===== src/rtl/sudoku_status_display.sv =====
// Board-status front panel for the Sudoku solver.
// Shows the solver run state with a spinner while working.
// Latches the cursor on a key edge and cycles the occupancy-mask view shown on the LEDs.
module sudoku_status_display #(
  parameter int GRID_ORDER = 3,
  parameter int TICK_DIV   = 12500000,
  localparam int LEN       = GRID_ORDER * GRID_ORDER,
  localparam int POS_W     = $clog2(LEN)
) (
  input  logic             clock,
  input  logic             reset,
  input  logic             start,
  input  logic             done,
  input  logic             success,
  input  logic [POS_W-1:0] cursor_row,
  input  logic [POS_W-1:0] cursor_col,
  input  logic             snap_key,
  input  logic             mode_key,
  input  logic [LEN-1:0]   occ_row,
  input  logic [LEN-1:0]   occ_col,
  input  logic [LEN-1:0]   occ_blk,
  output logic [1:0]       view_mode,
  output logic [LEN-1:0]   ledr,
  output logic [6:0]       hex_status,
  output logic [6:0]       hex_row,
  output logic [6:0]       hex_col
);

  localparam int TICK_W = (TICK_DIV > 1) ? $clog2(TICK_DIV) : 1;
  localparam logic [TICK_W-1:0] TICK_MAX = TICK_W'(TICK_DIV - 1);

  localparam logic [6:0] SEG_DASH = 7'b0111111;
  localparam logic [6:0] SEG_PASS = 7'b0010010;
  localparam logic [6:0] SEG_FAIL = 7'b0001110;

  if (GRID_ORDER < 2 || GRID_ORDER > 4) begin : g_bad_order
    $error("sudoku_status_display: GRID_ORDER must be 2, 3 or 4");
  end
  if (TICK_DIV < 2) begin : g_bad_tick
    $error("sudoku_status_display: TICK_DIV must be at least 2");
  end

  typedef enum logic [1:0] {IDLE, RUN, PASS, FAIL} state_t;

  state_t state_q, state_d;
  logic   fresh_q;
  logic [TICK_W-1:0] tick_q;
  logic [2:0] spin_q;
  logic [2:0] snap_sync_q, mode_sync_q;
  logic       snap_act_q, mode_act_q;
  logic [POS_W-1:0] row_q, col_q;
  logic [1:0] mode_q;
  logic [LEN-1:0] ledr_q;
  logic [6:0] status_q;

  // Hex glyph for one nibble, active-low {g..a}.
  function automatic logic [6:0] glyph(input logic [3:0] v);
    case (v)
      4'h0: glyph = 7'b1000000;
      4'h1: glyph = 7'b1111001;
      4'h2: glyph = 7'b0100100;
      4'h3: glyph = 7'b0110000;
      4'h4: glyph = 7'b0011001;
      4'h5: glyph = 7'b0010010;
      4'h6: glyph = 7'b0000010;
      4'h7: glyph = 7'b1111000;
      4'h8: glyph = 7'b0000000;
      4'h9: glyph = 7'b0010000;
      4'hA: glyph = 7'b0001000;
      4'hB: glyph = 7'b0000011;
      4'hC: glyph = 7'b1000110;
      4'hD: glyph = 7'b0100001;
      4'hE: glyph = 7'b0000110;
      default: glyph = 7'b0001110;
    endcase
  endfunction

  // Single lit outer segment for each spinner step, a around to f.
  function automatic logic [6:0] spin_seg(input logic [2:0] i);
    case (i)
      3'd0: spin_seg = 7'b1111110;
      3'd1: spin_seg = 7'b1111101;
      3'd2: spin_seg = 7'b1111011;
      3'd3: spin_seg = 7'b1110111;
      3'd4: spin_seg = 7'b1101111;
      3'd5: spin_seg = 7'b1011111;
      default: spin_seg = 7'b1111111;
    endcase
  endfunction

  // Run-state transitions. A start always (re)enters RUN; done is ignored on the first RUN cycle.
  always_comb begin
    state_d = state_q;
    case (state_q)
      IDLE: if (start) state_d = RUN;
      RUN: begin
        if (start)                state_d = RUN;
        else if (!fresh_q && done) state_d = success ? PASS : FAIL;
      end
      PASS, FAIL: begin
        if (start)      state_d = RUN;
        else if (!done) state_d = IDLE;
      end
      default: state_d = IDLE;
    endcase
  end

  // State register plus a flag marking the first cycle after RUN entry.
  always_ff @(posedge clock) begin
    if (!reset) begin
      state_q <= IDLE;
      fresh_q <= 1'b0;
    end else begin
      state_q <= state_d;
      fresh_q <= start;
    end
  end

  // Spinner timebase: counts only while running, restarted by every start.
  always_ff @(posedge clock) begin
    if (!reset) begin
      tick_q <= '0;
      spin_q <= '0;
    end else if (start) begin
      tick_q <= '0;
      spin_q <= '0;
    end else if (state_q == RUN) begin
      if (tick_q == TICK_MAX) begin
        tick_q <= '0;
        spin_q <= (spin_q == 3'd5) ? 3'd0 : spin_q + 3'd1;
      end else begin
        tick_q <= tick_q + 1'b1;
      end
    end
  end

  // Registered status digit derived from the current state.
  always_ff @(posedge clock) begin
    if (!reset) begin
      status_q <= SEG_DASH;
    end else begin
      case (state_q)
        RUN:     status_q <= spin_seg(spin_q);
        PASS:    status_q <= SEG_PASS;
        FAIL:    status_q <= SEG_FAIL;
        default: status_q <= SEG_DASH;
      endcase
    end
  end

  // Two-flop synchronizers for both keys, then a registered rising-edge pulse.
  always_ff @(posedge clock) begin
    if (!reset) begin
      snap_sync_q <= '0;
      mode_sync_q <= '0;
      snap_act_q  <= 1'b0;
      mode_act_q  <= 1'b0;
    end else begin
      snap_sync_q <= {snap_sync_q[1:0], snap_key};
      mode_sync_q <= {mode_sync_q[1:0], mode_key};
      snap_act_q  <= snap_sync_q[1] & ~snap_sync_q[2];
      mode_act_q  <= mode_sync_q[1] & ~mode_sync_q[2];
    end
  end

  // Cursor latch on a snap action.
  always_ff @(posedge clock) begin
    if (!reset) begin
      row_q <= '0;
      col_q <= '0;
    end else if (snap_act_q) begin
      row_q <= cursor_row;
      col_q <= cursor_col;
    end
  end

  // View mode steps row -> col -> blk -> row; the unused code falls back to row.
  always_ff @(posedge clock) begin
    if (!reset) begin
      mode_q <= 2'd0;
    end else if (mode_act_q) begin
      case (mode_q)
        2'd0:    mode_q <= 2'd1;
        2'd1:    mode_q <= 2'd2;
        default: mode_q <= 2'd0;
      endcase
    end else if (mode_q == 2'd3) begin
      mode_q <= 2'd0;
    end
  end

  // Registered LED mask for the selected view.
  always_ff @(posedge clock) begin
    if (!reset) begin
      ledr_q <= '0;
    end else begin
      case (mode_q)
        2'd0:    ledr_q <= occ_row;
        2'd1:    ledr_q <= occ_col;
        2'd2:    ledr_q <= occ_blk;
        default: ledr_q <= '0;
      endcase
    end
  end

  assign view_mode  = mode_q;
  assign ledr       = ledr_q;
  assign hex_status = status_q;
  assign hex_row    = glyph(4'(row_q));
  assign hex_col    = glyph(4'(col_q));

endmodule

===== config.mk =====
export PLATFORM = sky130hd
export DESIGN_NAME = sudoku_status_display
export DESIGN_NICKNAME = d
export VERILOG_FILES = /design/src/rtl/sudoku_status_display.sv
export SDC_FILE = /design/constraint.sdc
export NUM_CORES = 1
export LEC_CHECK = 0
export CAP_MARGIN = 15
export CORE_MARGIN = 3
export CORE_UTILIZATION = 45
export DETAILED_ROUTE_END_ITERATION = 16
export PLACE_DENSITY = 0.72
export SYNTH_ARGS = -nofsm -noshare
export SYNTH_HDL_FRONTEND = slang
export SYNTH_SLANG_ARGS = --single-unit

===== constraint.sdc =====
create_clock -name clock -period 5.05 [get_ports clock]
set_clock_uncertainty 0.2 [all_clocks]
set_input_delay 1.01 -clock clock [delete_from_list [all_inputs] [get_ports clock]]
set_output_delay 1.01 -clock clock [all_outputs]
set_load 0.005 [all_outputs]

# [Word level (Yosys, flattened, before mapping)]
# Memories as Yosys holds them, arrays and structs flattened. A register that Yosys moved wholly into a read port is not among the register bits.
# Cells that the tools add are included.
# W data, S select, Z words.
[op_classes] addsub=2 eq_ne=15 n_mux=19 bitwise_logic=5 reduce_logical=10
[op_table] cell="$pmux W6 S6" count=1
[op_table] cell="$pmux W9 S3" count=1
[op_table] cell="$add A24 B1 Y24 const B" count=1
[op_table] cell="$eq A24 B24 Y1 const B" count=1
[op_table] cell="$mux W24" count=1
[op_table] cell="$pmux W7 S3" count=1
[op_table] cell="$mux W4" count=4
[op_table] cell="$mux W2" count=7
[op_table] cell="$eq A2 B2 Y1 const B" count=4
[op_table] cell="$eq A3 B2 Y1 const B" count=2
[op_table] cell="$eq A3 B3 Y1 const B" count=2
[op_table] cell="$ne A3 B3 Y1 const B" count=2
[op_table] cell="$pmux W2 S3" count=1
[op_table] cell="$eq A2 B1 Y1 const B" count=2
[op_table] cell="$logic_not A2 Y1" count=2
[op_table] cell="$pmux W2 S2" count=1
[op_table] cell="$reduce_or A2 Y1" count=2
[op_table] cell="$add A3 B1 Y3 const B" count=1
[op_table] cell="$eq A3 B1 Y1 const B" count=1
[op_table] cell="$logic_not A3 Y1" count=1
[op_table] cell="$mux W3" count=1
[op_table] cell="$not A1 Y1" count=3
[op_table] cell="$reduce_and A3 Y1" count=1
[op_table] cell="$and A1 B1 Y1" count=2
[op_table] cell="other kinds (6)" count=6
[word_totals] register_bits=64 romBits=224 input_bits=42 output_inout_bits=32 elab_cells=66 memories=2
[memory_table] name="(name not given)" words=16 word_bits=7 read_ports=1 rd_ports_with_merged_regs=1 wr=0 line="58" source="case (v)"
[memory_table] name="(name not given)" words=16 word_bits=7 read_ports=1 rd_ports_with_merged_regs=1 wr=0 line="58"

# [Logic depth before layout (Yosys ltp)]
# Gate-level depths: netlist (run 1).
[depth] depth_word=5 mapped_depth=8

# [Least setup slack after synthesis (run 1)]
# Ideal clock, no wire load.
[synth_timing] path_type="in2reg" start="in reset" end="reg hex_row[3] (netlist name)" setup_time_ns=0.134 t_arrival_ns=2.367 t_required_ns=4.716 setup_slack_ns=2.348 stages=5 path_buffers=1 path_cell_list="clkbuf_1 -> nor2b_1 -> inv_1 -> ha_1 -> mux4_2"
[synth_between] elab_chain_cells=1
[synth_lines] item="start: declaration" line="11" source="input logic reset,"
[synth_lines] item="$mux W4 (no line)"
# No other way between the ends.
# A chain may end at the register's enable or synchronous reset.

# [Worst setup path after layout (run 1)]
[layout_timing] start="in reset" end="reg hex_col[3] (netlist name)"
[layout_between] elab_chain_cells=1
[layout_lines] item="$mux W4 (no line)"
# No other way between the ends.

==> impl_metrics.yaml, run 1 <==
outcome:
  outcome: "finished clean"
worst_setup_path:
  start_kind: "input port"
  crit_fanout: 40
  worstPathCellList: "clkdlybuf4s50_1 -> buf_4 -> nor2b_1 -> inv_1 -> ha_1 -> mux4_2"
  criticalPathCategory: "in -> reg"
  reg2reg_depth: 4
  slowest_delay_ns: 0.48
  critical_path_arrival_ns: 3.12
  cp_top_family: "buffers and inverters"
  cp_slowest_cell: "mux4_2"
  r2r_slack_ns: 2.18
  reg2reg_to: "tick_q[23]"
  required_ns: 5.07
  crit-reg2reg-launch: "state_q[1]"
  critPathBufInv: 3
  end_kind: "flop"
global_routing:
  grt-ovfl-total: 0
  antenna_found_initial: 0
  grt_max_degree: 41
  grt_pass1_vias: 2715
  grt_pass1_wl_um: 12300
  grt_usage_pct: 17.5
timing:
  setup_viol: 0
  max_slew.worst_pin.slew_ns: 0.902
  period_share_pct: 61.2
  tns_ns: 0
  whs_ns: 0.191
  fmax_ghz: 0.323
  grt_setup_unrepaired: "no"
  slew_viol_final: 0
  slew_headroom_pct: 39.9
  fin_crit_ns: 3.09
  hold_violations: 0
detailed_routing:
  viasPerCell: 5.21
  dr_total_vias: 2848
  wl_per_cell_um: 13.4
  wl_um: 7310
  drcViolationCount: 0
  ant_nets: 0
  dr.pass1.iters: 4
  drtIter0Drc: 103
yosys:
  seq_area_frac_synth_pct: 44.9
  synth_ff_type: "dfxtp_1"
  synth_top_family_by_area: "simple AND/OR/NAND/NOR gates"
  synth_edf_count: 0
  ys_ff_latch: 78
  netlist_instances: 379
  synthArstFlopShare_pct: 0
  synth-simple-area-share_pct: 22.4
  syn_nets: 435
  syn_area_per_cell_um2: 9.17
  synthXorXnorAreaFrac_pct: 3.53
  syn_area_um2: 3480
  yosys.area_share.adder_pct: 5.04
  yosysWarnings: 0
  synth_compound_area_share_pct: 11.1
  muxShareOfSynthArea_pct: 8.39
  ys_types: 44
clock_network:
  holdBufCountCts: 0
  tritoncts: "yes"
  cts_root_buffer: "clkbuf_8"
  cts_resized: 0
  clk_pin_slew_ns: 0.08
  cts_buffers: 9
  cts.sinks: 78
  clk_latency_ns: 0.34
  post_cts_buffers: 0
  htree_levels: 3
  cts_buffer_depth: 2
worst_hold_path:
  min_from: "snap_sync_q[2]"
  min_delay_worst_endpoint: "snap_act_q"
  min_path_cells: 1
  hold_class: "reg -> reg"
placement:
  io_buffers: 73
  dp_cells: 532
  placed_area_um2: 4260
  place.gp.congestion: 0.870
  dp_hpwl_um: 5360
final_layout:
  drive_above_1_share_pct: 5.80
  fin_area_um2: 4470
  area_delta_synth_final_pct: 28.5
  final_common_cell: "dfxtp_1"
  fin_nets: 500
  final_cells: 547
  final_cell_mix: "dfxtp_1 (78), clkdlybuf4s50_1 (73), nand2_1 (33)"
  diodes: 0
die:
  die-area_um2: 8810
  ios: 74
  coreArea_um2: 7370
  fp.dieH_um: 93.9
  fp.dieW_um: 93.9
  num_rows: 31
  start_util_pct: 47.2
power_and_ir_drop:
  power_leakage_nw: 1.55
  ir_drop_mv: 0.163
  power_mw: 1.23
  powerDensity_nw_per_um2: 275
run:
  max-cap-violations: 0
[stage by stage]
step | setup slack (ns) | utilization (%)
floorplan | 2.35 | -
global placement | 1.71 | 57.7
detailed placement | 1.59 | 57.7
CTS | 1.97 | 60.6
global route | 1.80 | 60.6
finish | 1.96 | 60.6
[worst max path at each step]
stage / startpoint / end / slack [ns] / cells past startpoint
final: reset / hex_col[3] / 1.96 / 6
after global routing: reset / hex_row[3] / 1.80 / 6
after CTS: reset / hex_col[3] / 1.97 / 6
after detailed placement: reset / hex_col[3] / 1.59 / 6
after global placement: reset / hex_col[3] / 1.71 / 6
after floorplan: reset / hex_row[3] / 2.35 / 5
[power breakdown]
group / internal, mW / switching [mW]
clock network: 0.274 / 0.219
registers: 0.630 / 0.00741
logic: 0.0643 / 0.0357
total: 0.969 / 0.262
[cell type report]
cell class              instances  area, um^2
fillers                       664        2900
clock inverters                 6        87.6
multi-input cells             261        1760
repair buffers                 74         738
well taps                      99         124
flip-flops and latches         78        1560
inverters                      20        75.1
clock buffers                   9         124
[routing by layer]
layer	up-vias	global-route usage, %	share of wire [%]
li1	1453	-	-
met1	1315	23.0	48
met2	70	26.6	43
met3	10	5.13	6.6
met4	0	8.18	2.0
met5	-	0	0
[cells in the mapped netlist (2+ instances only)]
cell type | instances | area, um^2
ha_1 | 14 | 175
clkinv_1 | 2 | 7.51
a22o_1 | 3 | 26.3
xnor2_1 | 11 | 96.3
and4_1 | 2 | 17.5
nor2_1 | 20 | 75.1
or4_1 | 9 | 67.6
buf_2 | 3 | 15.0
nand2b_1 | 3 | 18.8
mux2_2 | 5 | 56.3
o31ai_1 | 4 | 30.0
o21ai_0 | 27 | 135
nand4_1 | 12 | 75.1
nand2_1 | 33 | 124
nand3_1 | 8 | 40.0
o22ai_1 | 5 | 31.3
inv_1 | 18 | 67.6
a21oi_1 | 14 | 70.1
nor3_1 | 4 | 20.0
nor3b_1 | 2 | 15.0
mux2i_1 | 19 | 190
or4b_1 | 2 | 20.0
o31a_1 | 2 | 17.5
dfxtp_1 | 78 | 1560
nor2b_1 | 13 | 81.3
mux4_2 | 2 | 45.0
xor2_1 | 3 | 26.3
nor4_1 | 5 | 31.3
and2_1 | 18 | 113
clkbuf_1 | 16 | 60.1
or3_1 | 9 | 56.3
[flip-flops by register name, summed over array words and instances (netlist names)]
name,cells
fresh_q,1
spin_q,3
hex_row,7
state_q,2
col_q,4
snap_sync_q,3
ledr,9
view_mode,2
row_q,4
tick_q,24
mode_sync_q,3
hex_col,7
mode_act_q,1
snap_act_q,1
hex_status,7
[logic make-up after synthesis]
| logic type | count (synthesis) |
|---|---|
| flip-flops | 78 |
| AND/OR/NAND/NOR | 143 |
| multiplexers | 26 |
| buffers and inverters | 40 |
| XOR/XNOR | 14 |
| adder cells (fa/ha/maj) | 14 |
| AO/OA/AOI/OAI | 64 |
(Power assumes the default switching activity.)
==> run 2: changes to the inputs <==
==> constraint.sdc (replaced) <==
create_clock -name clock -period 3.1 [get_ports clock]
set_clock_uncertainty 0.2 [all_clocks]
set_input_delay 0.62 -clock clock [delete_from_list [all_inputs] [get_ports clock]]
set_output_delay 0.62 -clock clock [all_outputs]
set_load 0.005 [all_outputs]
==> run 2 against run 1 <==
Compared with the run above: combinational power grew 67%; cell count up 1.5%; clock power up 53%; flip-flop and latch count stayed put; highest routed layer unchanged; critical endpoint is now tick_q[16]; global-route usage increased by 0.16 points; clock-buffer cell count is 1 higher; first-iteration DRC count up 16%.
==> impl_metrics.yaml, run 2 (same netlist as run 1, synthesis figures left out) <==
worst_setup_path:
  critPathBufInv: 0
  reg2reg_to: "tick_q[16]"
  cp_top_family: "simple AND/OR/NAND/NOR gates"
  critical_path_arrival_ns: 2.61
  crit_fanout: 13
  critPathLaunch: "state_q[1]"
  reg2reg_depth: 4
  path_depth: 4
  crit-reg2reg-launch: "state_q[1]"
  start_kind: "flop"
  r2r_slack_ns: 0.57
  criticalPathCategory: "reg -> reg"
  cpMostUsedCell: "or4_1"
  end_kind: "flop"
  required_ns: 3.19
  worstPathCellList: "nand3b_1 -> or4_1 -> or4_1 -> a21oi_1"
  slowest_delay_ns: 0.82
  cp_slowest_cell: "or4_1"
  setup.worst_path.end: "tick_q[16]"
timing:
  slew_headroom_pct: 55.3
  period_share_pct: 81.5
  grt_setup_unrepaired: "no"
  fin_crit_ns: 2.53
  fmax_ghz: 0.396
  hold_violations: 0
  slew_viol_final: 0
  whs_ns: 0.187
  setup_viol: 0
  tns_ns: 0
  max_slew.worst_pin.slew_ns: 0.669
worst_hold_path:
  hold_class: "reg -> reg"
power_and_ir_drop:
  power_mw: 1.96
  ir_drop_mv: 0.242
  power_leakage_nw: 1.59
  power.share.clock_pct: 38.5
  powerDensity_nw_per_um2: 435
  power_frac_seq_pct: 52.9
  combPwrFrac_pct: 8.5
  switchingPower_uw: 435
  sw_frac_of_total_pct: 22.2
  internal_power_mw: 1.53
die:
  coreArea_um2: 7370
  start_util_pct: 47.2
  die-area_um2: 8810
  fp.dieW_um: 93.9
  fp.dieH_um: 93.9
  num_rows: 31
  ios: 74
detailed_routing:
  dr.pass1.iters: 4
  ant_nets: 0
  viasPerCell: 5.21
  wl_um: 7460
  dr_total_vias: 2892
  wl_per_cell_um: 13.4
  drcViolationCount: 0
  drtIter0Drc: 119
final_layout:
  fillers: 635
  fin_area_um2: 4500
  final_common_cell: "dfxtp_1"
  drive_above_1_share_pct: 7.24
  area_delta_synth_final_pct: 29.6
  final_cells: 555
  final_cell_mix: "dfxtp_1 (78), clkdlybuf4s50_1 (73), nand2_1 (33)"
  fin_nets: 507
  largest_reg_flops: 24
  diodes: 0
  seq_area_um2: 1560
  multi_input_area_um2: 1750
  regMostFlops: "tick_q"
placement:
  dp_cells: 539
  placed_area_um2: 4300
  place.gp.congestion: 0.918
  dp_hpwl_um: 5510
  io_buffers: 73
clock_network:
  cts.sinks: 78
  cts_buffer_depth: 2
  cts_root_buffer: "clkbuf_8"
  cts_buffers: 9
  clk_pin_slew_ns: 0.08
  htree_levels: 3
  clk_latency_ns: 0.35
  tritoncts: "yes"
  post_cts_buffers: 0
  holdBufCountCts: 0
  cts_resized: 0
global_routing:
  grt_usage_pct: 17.7
  grt_pass1_wl_um: 12500
  grt_pass1_vias: 2755
  grt-ovfl-total: 0
  grt_max_degree: 25
  antenna_found_initial: 0
outcome:
  outcome: "finished clean"
run:
  max-cap-violations: 0
## run 2: worst reg2reg max path, cell delays in order (launching register included)
cell and delay, ns:
dfxtp_1 0.38, nand3b_1 0.38, or4_1 0.82, or4_1 0.54
a21oi_1 0.15
## run 2: layout make-up
type / count / area share, %
Clock buffer: 10 / 3.06
Clock inverter: 6 / 1.36
Inverter: 20 / 1.67
Multi-Input combinational cell: 261 / 38.9
Sequential cell: 78 / 34.7
Tap cell: 99 / 2.75
Timing Repair Buffer: 81 / 17.6
## run 2: routing by layer
metal	vias to the layer above	share of wire, %	GRT usage [%]
met1	1337	48	23.0
met2	78	43	26.8
met4	0	1.5	7.46
met5	-	0	0
li1	1467	-	-
met3	10	7.6	5.85
## run 2: how the worst min path moves through the flow
| stage | from | to | slack, ns | cells after the start |
|---|---|---|---|---|
| after floorplan | mode_sync_q[2] | mode_act_q | 0.17 | 1 |
| after global placement | mode_sync_q[2] | mode_act_q | 0.17 | 1 |
| after detailed placement | mode_sync_q[2] | mode_act_q | 0.17 | 1 |
| after CTS | mode_sync_q[2] | mode_act_q | 0.19 | 1 |
| after global routing | mode_sync_q[2] | mode_act_q | 0.19 | 1 |
| final | mode_sync_q[2] | mode_act_q | 0.19 | 1 |
## run 2: power groups by stage
| stage | logic, mW | registers, mW | clock network [mW] |
|---|---|---|---|
| finish | 0.167 | 1.04 | 0.756 |
| global route | 0.183 | 1.04 | 0.825 |
| CTS | 0.168 | 1.04 | 0.778 |
| detailed placement | 0.167 | 1.06 | 0 |
| global placement | 0.165 | 1.06 | 0 |
| floorplan | 0.0648 | 1.06 | 0 |
## run 2: stage by stage
| step | utilization [%] | setup WS (ns) |
|---|---|---|
| after floorplan | - | 0.788 |
| after global placement | 58.4 | 0.443 |
| after detailed placement | 58.4 | 0.377 |
| after CTS | 61.1 | 0.562 |
| after global routing | 61.1 | 0.427 |
| final | 61.1 | 0.574 |
